### src/rtl/seg_display_mux.sv
`timescale 1ns/1ps
// Multiplexed NUM_DIGITS hex seven-segment driver with a frame-synchronous double-buffered load.
// Define SEG_DISPLAY_PWM_EN to gate digit enables with a 4-bit PWM brightness counter.
module seg_display_mux #(
  parameter int NUM_DIGITS = 8,
  parameter int TICK_DIV   = 5000
) (
  input  logic                    clock,
  input  logic                    rstn,
  input  logic [4*NUM_DIGITS-1:0] value,
  input  logic [NUM_DIGITS-1:0]   dots,
  input  logic                    load_valid,
  output logic                    load_ready,
  input  logic                    lzb,
  input  logic [3:0]              brightness,
  output logic                    frame_done,
  output logic [NUM_DIGITS-1:0]   digit,
  output logic [7:0]              segment
);
  localparam int IDX_W = ($clog2(NUM_DIGITS) < 1) ? 1 : $clog2(NUM_DIGITS);
  localparam int PRE_W = ($clog2(TICK_DIV) < 1) ? 1 : $clog2(TICK_DIV);

  logic [PRE_W-1:0]        pre_cnt;
  logic [IDX_W-1:0]        scan_idx;
  logic                    tick;
  logic                    boundary;
  logic [4*NUM_DIGITS-1:0] active_value;
  logic [4*NUM_DIGITS-1:0] pending_value;
  logic [NUM_DIGITS-1:0]   active_dots;
  logic [NUM_DIGITS-1:0]   pending_dots;
  logic                    pending_full;
  logic                    load_fire;
  logic [3:0]              nibble [NUM_DIGITS];
  logic [NUM_DIGITS-1:0]   blank;
  logic [NUM_DIGITS-1:0]   sel;
  logic                    pwm_on;
  logic [3:0]              cur_nibble;
  logic                    cur_dot;
  logic                    cur_blank;
  logic                    cur_on;
  logic [NUM_DIGITS-1:0]   digit_next;
  logic [7:0]              segment_next;

  assign tick       = (pre_cnt == PRE_W'(TICK_DIV - 1));
  assign boundary   = tick && (scan_idx == IDX_W'(NUM_DIGITS - 1));
  assign frame_done = boundary;

  always_ff @(posedge clock or negedge rstn) begin
    if (!rstn) begin
      pre_cnt  <= '0;
      scan_idx <= '0;
    end else begin
      pre_cnt <= tick ? '0 : pre_cnt + 1'b1;
      if (tick) scan_idx <= boundary ? '0 : scan_idx + 1'b1;
    end
  end

  // A load is only accepted into an empty pending buffer, so promotion and capture never collide.
  assign load_ready = !pending_full;
  assign load_fire  = load_valid && load_ready;

  always_ff @(posedge clock or negedge rstn) begin
    if (!rstn) begin
      active_value  <= '0;
      active_dots   <= '0;
      pending_value <= '0;
      pending_dots  <= '0;
      pending_full  <= 1'b0;
    end else begin
      if (boundary && pending_full) begin
        active_value <= pending_value;
        active_dots  <= pending_dots;
      end
      if (load_fire) begin
        pending_value <= value;
        pending_dots  <= dots;
        pending_full  <= 1'b1;
      end else if (boundary) begin
        pending_full <= 1'b0;
      end
    end
  end

  genvar gi;
  generate
    for (gi = 0; gi < NUM_DIGITS; gi++) begin : g_digit
      assign nibble[gi] = active_value[4*gi +: 4];
      assign sel[gi]    = (scan_idx == IDX_W'(gi));
      if (gi == 0) begin : g_first
        assign blank[gi] = 1'b0;
      end else begin : g_upper
        assign blank[gi] = lzb && (active_value[4*NUM_DIGITS-1:4*gi] == '0);
      end
    end
  endgenerate

`ifdef SEG_DISPLAY_PWM_EN
  logic [3:0] pwm_cnt;

  always_ff @(posedge clock or negedge rstn) begin
    if (!rstn) pwm_cnt <= '0;
    else       pwm_cnt <= pwm_cnt + 4'd1;
  end

  assign pwm_on = (pwm_cnt <= brightness);
`else
  logic brightness_unused;
  assign brightness_unused = ^brightness;
  assign pwm_on            = 1'b1;
`endif

  function automatic logic [6:0] decode(input logic [3:0] n);
    case (n)
      4'h0:    decode = 7'b0000001;
      4'h1:    decode = 7'b1001111;
      4'h2:    decode = 7'b0010010;
      4'h3:    decode = 7'b0000110;
      4'h4:    decode = 7'b1001100;
      4'h5:    decode = 7'b0100100;
      4'h6:    decode = 7'b0100000;
      4'h7:    decode = 7'b0001111;
      4'h8:    decode = 7'b0000000;
      4'h9:    decode = 7'b0000100;
      4'hA:    decode = 7'b0001000;
      4'hB:    decode = 7'b1100000;
      4'hC:    decode = 7'b0110001;
      4'hD:    decode = 7'b1000010;
      4'hE:    decode = 7'b0110000;
      default: decode = 7'b0111000;
    endcase
  endfunction

  // A blank digit with its dot set stays enabled so the point remains visible.
  always_comb begin
    cur_nibble   = nibble[scan_idx];
    cur_dot      = active_dots[scan_idx];
    cur_blank    = blank[scan_idx];
    segment_next = {(cur_blank ? 7'h7F : decode(cur_nibble)), ~cur_dot};
    cur_on       = (!cur_blank || cur_dot) && pwm_on;
    digit_next   = cur_on ? ~sel : '1;
  end

  always_ff @(posedge clock or negedge rstn) begin
    if (!rstn) begin
      digit   <= '1;
      segment <= '1;
    end else begin
      digit   <= digit_next;
      segment <= segment_next;
    end
  end

endmodule

### config.mk
export PLATFORM = sky130hd
export DESIGN_NAME = seg_display_mux
export DESIGN_NICKNAME = d
export VERILOG_FILES = /design/src/rtl/seg_display_mux.sv
export SDC_FILE = /design/constraint.sdc
export NUM_CORES = 1
export LEC_CHECK = 0
export CAP_MARGIN = 20
export CELL_PAD_IN_SITES_DETAIL_PLACEMENT = 1
export CELL_PAD_IN_SITES_GLOBAL_PLACEMENT = 1
export CORE_ASPECT_RATIO = 2
export CORE_MARGIN = 5
export CORE_UTILIZATION = 34
export CTS_BUF_LIST = sky130_fd_sc_hd__clkbuf_2 sky130_fd_sc_hd__clkbuf_4 sky130_fd_sc_hd__clkbuf_8
export CTS_CLUSTER_SIZE = 12
export DETAILED_ROUTE_END_ITERATION = 12
export PLACE_DENSITY = 0.72
export SYNTH_ARGS = -nofsm -noshare
export SYNTH_HDL_FRONTEND = slang
export SYNTH_SLANG_ARGS = --single-unit
### constraint.sdc
create_clock -name clock -period 3.7 [get_ports clock]
set_input_delay 0.925 -clock clock [delete_from_list [all_inputs] [get_ports clock]]
set_output_delay 0.925 -clock clock [all_outputs]
set_load 0.01 [all_outputs]
Yosys cells after proc, flatten, opt, wreduce, memory -nomap -nowiden
Memory sizes are Yosys's and may differ from the RTL's.
Cells that the tools add are included.
- input bits: 48
- memories: 1
- flip-flop bits (word level): 113
- bits in read-only memories: 112
- word-level logic and storage cells: 60
- latch bits: 0
- bits in writable memories: 0
- memories (memory ; depth ; bits a word ; rd ports ; clocked after Yosys merged registers in ; wr ports ; line ; RTL):
    (name not given) ; 16 ; 7 ; 1 ; 0 ; 0 ; 113 ; case (n)
- shifts and indexed selects: 0
- reductions and logical operators: 22
- equal/unequal tests: 8
- magnitude comparators: 2
- mux-type cells: 13
- divide/modulo/power cells: 0
- $mul: 0
- add/subtract/negate cells: 2
- bitwise logic cells: 3
- operators with widths (cell ; number):
    zero test 28 bit ; 1
    zero test 24 bit ; 1
    zero test 20 bit ; 1
    zero test 16 bit ; 1
    adder 13 x 1 -> 13 bit, second input constant ; 1
    equality test 13 bit, second input constant ; 1
    2-to-1 mux 13 bit ; 1
    binary-select mux 4 bit (select 3 bit) ; 1
    equality test 3 bit, second input constant ; 4
    zero test 12 bit ; 1
    logical AND 1 bit ; 10
    zero test 8 bit ; 1
    2-to-1 mux 4 bit ; 2
    2-to-1 mux 8 bit ; 1
    NOT 8 bit ; 1
    2-to-1 mux 7 bit ; 1
    binary-select mux 1 bit (select 3 bit) ; 2
    equality test 3 x 2 -> 1 bit, second input constant ; 2
    >= comparator 4 bit, second input constant ; 1
    zero test 4 bit ; 1
    < comparator 3 x 4 -> 1 bit, second input constant ; 1
    2-to-1 mux 1 bit ; 4
    NOT 3 -> 4 bit ; 1
    adder 3 x 1 -> 3 bit, second input constant ; 1
    other kinds (7) ; 8

Logic depth before layout (Yosys ltp)
Gate-level depths: netlist of run 1.
- depth after elaboration: 7
- gate-level depth with buffers: 9

Least setup slack after synthesis of run 1
No wires, ideal clock.
- path type: register -> output
- from: reg pre_cnt[7]
- to: out frame_done
- data required time: 2.775 ns
- path slack: 1.209 ns
- path buffers: 0
- arrival time: 1.566 ns
- cell stages (with the launch flop): 6
- cells stage by stage: dfrtp_1 inv_1 or4b_2 nor4_1 nand4_1 nor2_1
- longest elaborated chain between the ends: 2
- RTL lines (item ; line ; RTL):
    from (decl) ; 23 ; logic [PRE_W-1:0] pre_cnt;
    from (signal assigned) ; 53 ; pre_cnt <= tick ? '0 : pre_cnt + 1'b1;
    equality test 13 bit ; 44 ; assign tick = (pre_cnt == PRE_W'(TICK_DIV - 1));
    logical AND 1 bit ; 45 ; assign boundary = tick && (scan_idx == IDX_W'(NUM_DIGITS - 1));
    to (decl) ; 16 ; output logic frame_done,
Every way passes these cells.

Worst setup path after layout of run 1
Same ends and word-level chain as after synthesis.

==> results of run 1 <==
==> worst min-delay path by stage <==
stage                               startpoint                   end
after floorplan           pre_cnt[0]$_DFF_PN0_  pre_cnt[0]$_DFF_PN0_
after global placement    pre_cnt[0]$_DFF_PN0_  pre_cnt[0]$_DFF_PN0_
after detailed placement  pre_cnt[0]$_DFF_PN0_  pre_cnt[0]$_DFF_PN0_
after CTS                 pre_cnt[0]$_DFF_PN0_  pre_cnt[0]$_DFF_PN0_
after global routing                      rstn  pre_cnt[4]$_DFF_PN0_
final                                     rstn  pre_cnt[4]$_DFF_PN0_
==> metal layers <==
layer | up-vias | wire [microns] | global-route usage
li1 | 1424 | - | -
met1 | 1593 | 4030 | 0.137
met2 | 73 | 6680 | 0.257
met3 | 22 | 360 | 0.0349
met4 | 0 | 248 | 0.0557
met5 | - | 0 | 0
==> layout make-up <==
cell class | count | area share
flip-flops and latches | 113 | 0.448
multi-input cells | 216 | 0.339
repair buffers | 70 | 0.109
well taps | 195 | 0.0384
clock buffers | 17 | 0.0368
clock inverters | 15 | 0.0214
inverters | 12 | 0.00708
==> power groups by stage <==
| stage | clock, mW | combinational (mW) | sequential (mW) |
|---|---|---|---|
| after detailed placement | 0 | 0.132 | 1.35 |
| after floorplan | 0 | 0.0519 | 1.34 |
| after global routing | 1.17 | 0.149 | 1.33 |
| after CTS | 1.11 | 0.133 | 1.33 |
| after global placement | 0 | 0.127 | 1.35 |
| final | 1.08 | 0.132 | 1.33 |
==> cell usage in the layout (no fill, tap or decap), types with 2 or more instances in the layout <==
master / count
a21oi_1: 4
a22oi_1: 2
and2_1: 2
and3_1: 3
buf_4: 9
clkbuf_8: 17
clkdlybuf4s50_1: 60
clkinv_1: 2
clkinv_2: 4
clkinv_4: 5
dfrtp_1: 97
dfstp_2: 16
ha_1: 13
inv_1: 10
inv_6: 4
mux2_2: 42
mux2_4: 39
mux2i_1: 8
mux4_2: 10
nand2_1: 16
nand3_1: 13
nand4_1: 4
nor2_1: 15
nor3_1: 3
nor4_1: 7
o211ai_1: 2
o21ai_0: 8
xnor2_1: 7
xor2_1: 4
==> cells by family after synthesis <==
group                    after synthesis  synth area share
AO/OA/AOI/OAI                         21            0.0247
AND/OR/NAND/NOR                       72            0.0768
buffers and inverters                 25            0.0249
XOR/XNOR                              11            0.0188
adder cells (fa/ha/maj)               13            0.0318
multiplexers                          99             0.267
flip-flops                           113             0.556
==> registers in the layout, summed over array words and instances (netlist names) <==
signal / count
pending_dots: 8
pre_cnt: 13
active_value: 32
scan_idx: 3
digit: 8
active_dots: 8
pending_full: 1
pending_value: 32
segment: 8
==> worst max-delay path, cell delays in order, from the launching register on <==
cell and delay (ns):
dfrtp_1 0.37, inv_1 0.09, or4b_2 0.66, nor4_2 0.26, nand4_1 0.13, nor2_1 0.11, clkdlybuf4s50_1 0.54
==> metrics by stage <==
step | area [sq um] | hold slack, ns | power (mW) | std cells | worst slack (ns)
2_1_floorplan | 5120 | 0.424 | 1.39 | 354 | 1.21
3_3_place_gp | 5950 | 0.436 | 1.48 | 604 | 0.665
3_5_place_dp | 5950 | 0.446 | 1.49 | 604 | 0.570
4_1_cts | 6320 | 0.458 | 2.57 | 636 | 0.0825
5_1_grt | 6360 | 0.433 | 2.65 | 638 | 0.0444
6_report | 6360 | 0.423 | 2.54 | 638 | 0.182
==> what timing repair did <==
action                     4_1_cts  5_1_grt
gates resized for setup          0        1
buffers inserted                 0        1
setup endpoints to repair        0        1
==> qor.yml, run 1 <==
status: "finished clean"
worstPathRequired_ns: 2.77
finalSetupViolCount: 0
synthArstFlopShare: 1.00
fin_crit_sh: 0.951
area_growth_pct: 24.3
p_int_mw: 1.92
grt_pass1_wl_microns: 18900
synth_edf_count: 0
hold_buffers: 0
slew_violations: 0
cts_buffer_depth: 2
synth_cells: 354
swShare: 0.245
core.rowCount: 63
post-synth-top-count-cell: "dfrtp_1"
cts_buffers: 17
syn_nets: 415
yosys_warnings: 0
timing.fmax_ghz: 0.284
synthFlopType: "dfrtp_1"
die-width_microns: 96.8
vias: 3112
p_clk_frac: 0.425
crit_end: "frame_done"
start_util: 0.345
drive_gt1_frac: 0.350
p_seq_frac: 0.523
viasPerCell: 4.88
synth_cell_types: 38
gp_congestion: 0.804
p_sw_mw: 0.622
port-buffer-count: 61
final-seq-area_sq_mm: 0.00285
dr.pass1.iters: 5
fill_cells: 1577
r2r_slack_ns: 0.89
rsz0062_at_grt: "no"
r2r-end: "segment[4]$_DFF_PN1_"
dp_hpwl_microns: 8400
antenna_found_initial: 0
grt_max_degree: 90
tns_ns: 0
max-vdd-ir-drop_mv: 0.215
cts_tree: "done"
drc: 0
p_leak_nw: 2.95
routed_wl_microns: 11300
critical_path_arrival_ns: 2.59
die_height_microns: 184
ys_top_cells_by_count: "97 x dfrtp_1, 42 x mux2_2, 39 x mux2_4, 16 x dfstp_2, 16 x nand2_1"
ys_seq_area_frac: 0.556
path_max_fanout: 3
ys_top_cells_by_area: "dfrtp_1 47%, mux2_4 11%, mux2_2 9.2%"
clock_skew_ns: 0.0121
slew-limit-headroom: 0.339
core_area_sq_mm: 0.0148
die_area_sq_mm: 0.0178
synth_top_area_cell: "dfrtp_1"
critPathLaunchType: "flip-flop"
startpoint: "pre_cnt[7]$_DFF_PN0_"
cts-root-buf: "clkbuf_8"
clkSinkCount: 113
cp-end-kind: "primary output"
hold_path_class: "primary input to async pin"
grtUsageTotal: 0.134
r2r_cells: 8
finalHoldViolCount: 0
nets: 491
fin_crit_ns: 3.52
wl_per_cell_microns: 17.7
drv_cap: 0
clk_pin_slew_ns: 0.08
grt_overflow: 0
combPwrFrac: 0.052
drt_iter0_markers: 123
syn_avg_cell_area_sq_um: 14.5
r2r_start: "scan_idx[2]$_DFFE_PN0P_"
ios: 66
synth_top_area_share: 0.474
pwr_density_cell_mw_per_mm2: 399
antenna_cells: 0
grt_pass1_vias: 3582
detail-route-antenna-nets: 0
synth.cell_area_sq_mm: 0.00512
ys_seq_elements: 113
multi_input_area_sq_mm: 0.00216
htreeDepth: 4
path_class: "flip-flop to primary output"
final_core_util: 0.429
insertion_delay_ns: 0.43
worst_pin_slew_ns: 0.963
Power figures use the tool's default switching activity.
==> run 2, diff against run 1 <==
Settings changed: CTS_CLUSTER_SIZE 12 to not set, PLACE_DENSITY 0.72 to 0.65.
==> run 2 against run 1 <==
Flip-flop and latch count did not move. Count of clock-buffer cells in the layout up 3. Global-route usage decreased by 0.17 points. Clock skew is 0.0023 ns higher. Setup slack improved by 0.019 ns. Final area is 0.61% lower. Utilization fell by 0.26 points. Wire length decreased by 2.2%. Via count is 1.7% lower. First-iteration DRC count fell by 22%. Critical endpoint unchanged. Largest power group unchanged.
==> qor.yml, run 2 (synthesis gave the netlist of run 1 again) <==
drc: 0
total_power_mw: 2.49
core_area_sq_mm: 0.0148
vias: 3060
cp-end-kind: "primary output"
critPathLaunchType: "flip-flop"
fin_crit_ns: 3.50
slew-limit-headroom: 0.306
pwr_density_cell_mw_per_mm2: 394
cts_tree: "done"
final_cell_mix: "97 x dfrtp_1, 60 x clkdlybuf4s50_1, 42 x mux2_2"
wl_per_cell_microns: 17.4
clock_skew_ns: 0.0144
htreeDepth: 4
clk_pin_slew_ns: 0.07
layout_commonest_cell: "dfrtp_1"
critical_path_arrival_ns: 2.57
antenna_cells: 0
fin_crit_sh: 0.946
path_class: "flip-flop to primary output"
insertion_delay_ns: 0.42
die_height_microns: 184
viasPerCell: 4.82
finalHoldViolCount: 0
max-vdd-ir-drop_mv: 0.333
port-buffer-count: 61
grtUsageTotal: 0.133
timing.fmax_ghz: 0.286
p_leak_nw: 2.93
r2r_slack_ns: 0.81
cts-root-buf: "clkbuf_8"
drt_iter0_markers: 96
path_max_fanout: 4
largestRegisters: "active_value (32), pending_value (32), pre_cnt (13)"
detail-route-antenna-nets: 0
tns_ns: 0
finalNonFillerCells: 635
ios: 66
dp_slack_ns: 0.580
status: "finished clean"
dp_hpwl_microns: 8210
worstHoldStart: "pre_cnt[0]$_DFF_PN0_"
grt_pass1_wl_microns: 18700
grt_max_degree: 65
nets: 489
final_core_util: 0.426
slew_violations: 0
die_area_sq_mm: 0.0178
start_util: 0.345
worst_slack_ns: 0.202
place_inst: 603
min_path_cells: 1
cts_buffers: 17
dr.pass1.iters: 4
hold_buffers: 0
grt_overflow: 0
worstPathRequired_ns: 2.77
hold_ws_ns: 0.466
hold_path_class: "flip-flop to flip-flop"
worst_pin_slew_ns: 1.01
cts_buffer_depth: 2
r2r-end: "segment[4]$_DFF_PN1_"
core.rowCount: 63
r2r_start: "scan_idx[2]$_DFFE_PN0P_"
antenna_found_initial: 0
drv_cap: 0
die-width_microns: 96.8
drive_gt1_frac: 0.345
gp_congestion: 0.774
finalSetupViolCount: 0
routed_wl_microns: 11100
rsz0062_at_grt: "no"
grt_pass1_vias: 3605
clkSinkCount: 113
area_growth_pct: 23.5
placed_area_sq_mm: 0.00595
r2r_cells: 8
design_area_sq_mm: 0.00632
min_to: "pre_cnt[0]$_DFF_PN0_"
## run 2: changes by cell type in the layout (fill, tap and decap cells not counted)
| cell | previous run | this run |
|---|---|---|
| buf_16 | 1 | 0 |
| buf_12 | 0 | 1 |
| clkinv_4 | 5 | 1 |
| clkbuf_4 | 0 | 2 |
| buf_4 | 9 | 7 |
| inv_6 | 4 | 0 |
| clkinv_2 | 4 | 6 |
| clkbuf_8 | 17 | 18 |
| clkinvlp_4 | 1 | 3 |
## run 2: worst max path at each step
stage / start / endpoint / slack [ns] / cells past startpoint
6_report: pre_cnt[7]$_DFF_PN0_ / frame_done / 0.20 / 6
3_5_place_dp: pre_cnt[7]$_DFF_PN0_ / frame_done / 0.58 / 6
2_1_floorplan: pre_cnt[7]$_DFF_PN0_ / frame_done / 1.21 / 5
5_1_grt: pre_cnt[7]$_DFF_PN0_ / frame_done / 0.01 / 6
4_1_cts: pre_cnt[7]$_DFF_PN0_ / frame_done / 0.11 / 6
3_3_place_gp: pre_cnt[7]$_DFF_PN0_ / frame_done / 0.62 / 6
## run 2: cell type report
class / count / area (sq um)
repair buffers: 68 / 673
inverters: 12 / 45.0
clock buffers: 20 / 263
fillers: 1567 / 8500
multi-input cells: 216 / 2160
flip-flops and latches: 113 / 2850
well taps: 195 / 244
clock inverters: 11 / 91.3
## run 2: worst max-delay path: stages (launching register included)
cell	delay [ns]
dfrtp_1	0.39
inv_1	0.10
or4b_2	0.65
nor4_2	0.25
nand4_1	0.12
nor2_1	0.11
clkdlybuf4s50_1	0.54
## run 2: where the power goes
part,leakage [nW],total [mW],switching (mW),internal [mW]
Clock,0.181,1.03,0.483,0.551
Combinational,1.32,0.129,0.0445,0.0841
Sequential,1.42,1.33,0.0336,1.29
Total,2.93,2.49,0.561,1.93
## run 2: repair_timing
item | in CTS | in global routing
endpoints found under the setup margin | 0 | 1
hold endpoints to repair | 0 | 0
buffers inserted | 0 | 1
gates resized for setup | 0 | 1
## run 2: per-layer routing
metal  up-vias  GRT usage  routed length [microns]
met5         -          0                        0
met4         0     0.0472                      129
met3         5     0.0330                      289
met2        55      0.254                     6500
met1      1587      0.138                     4140
li1       1413          -                        -
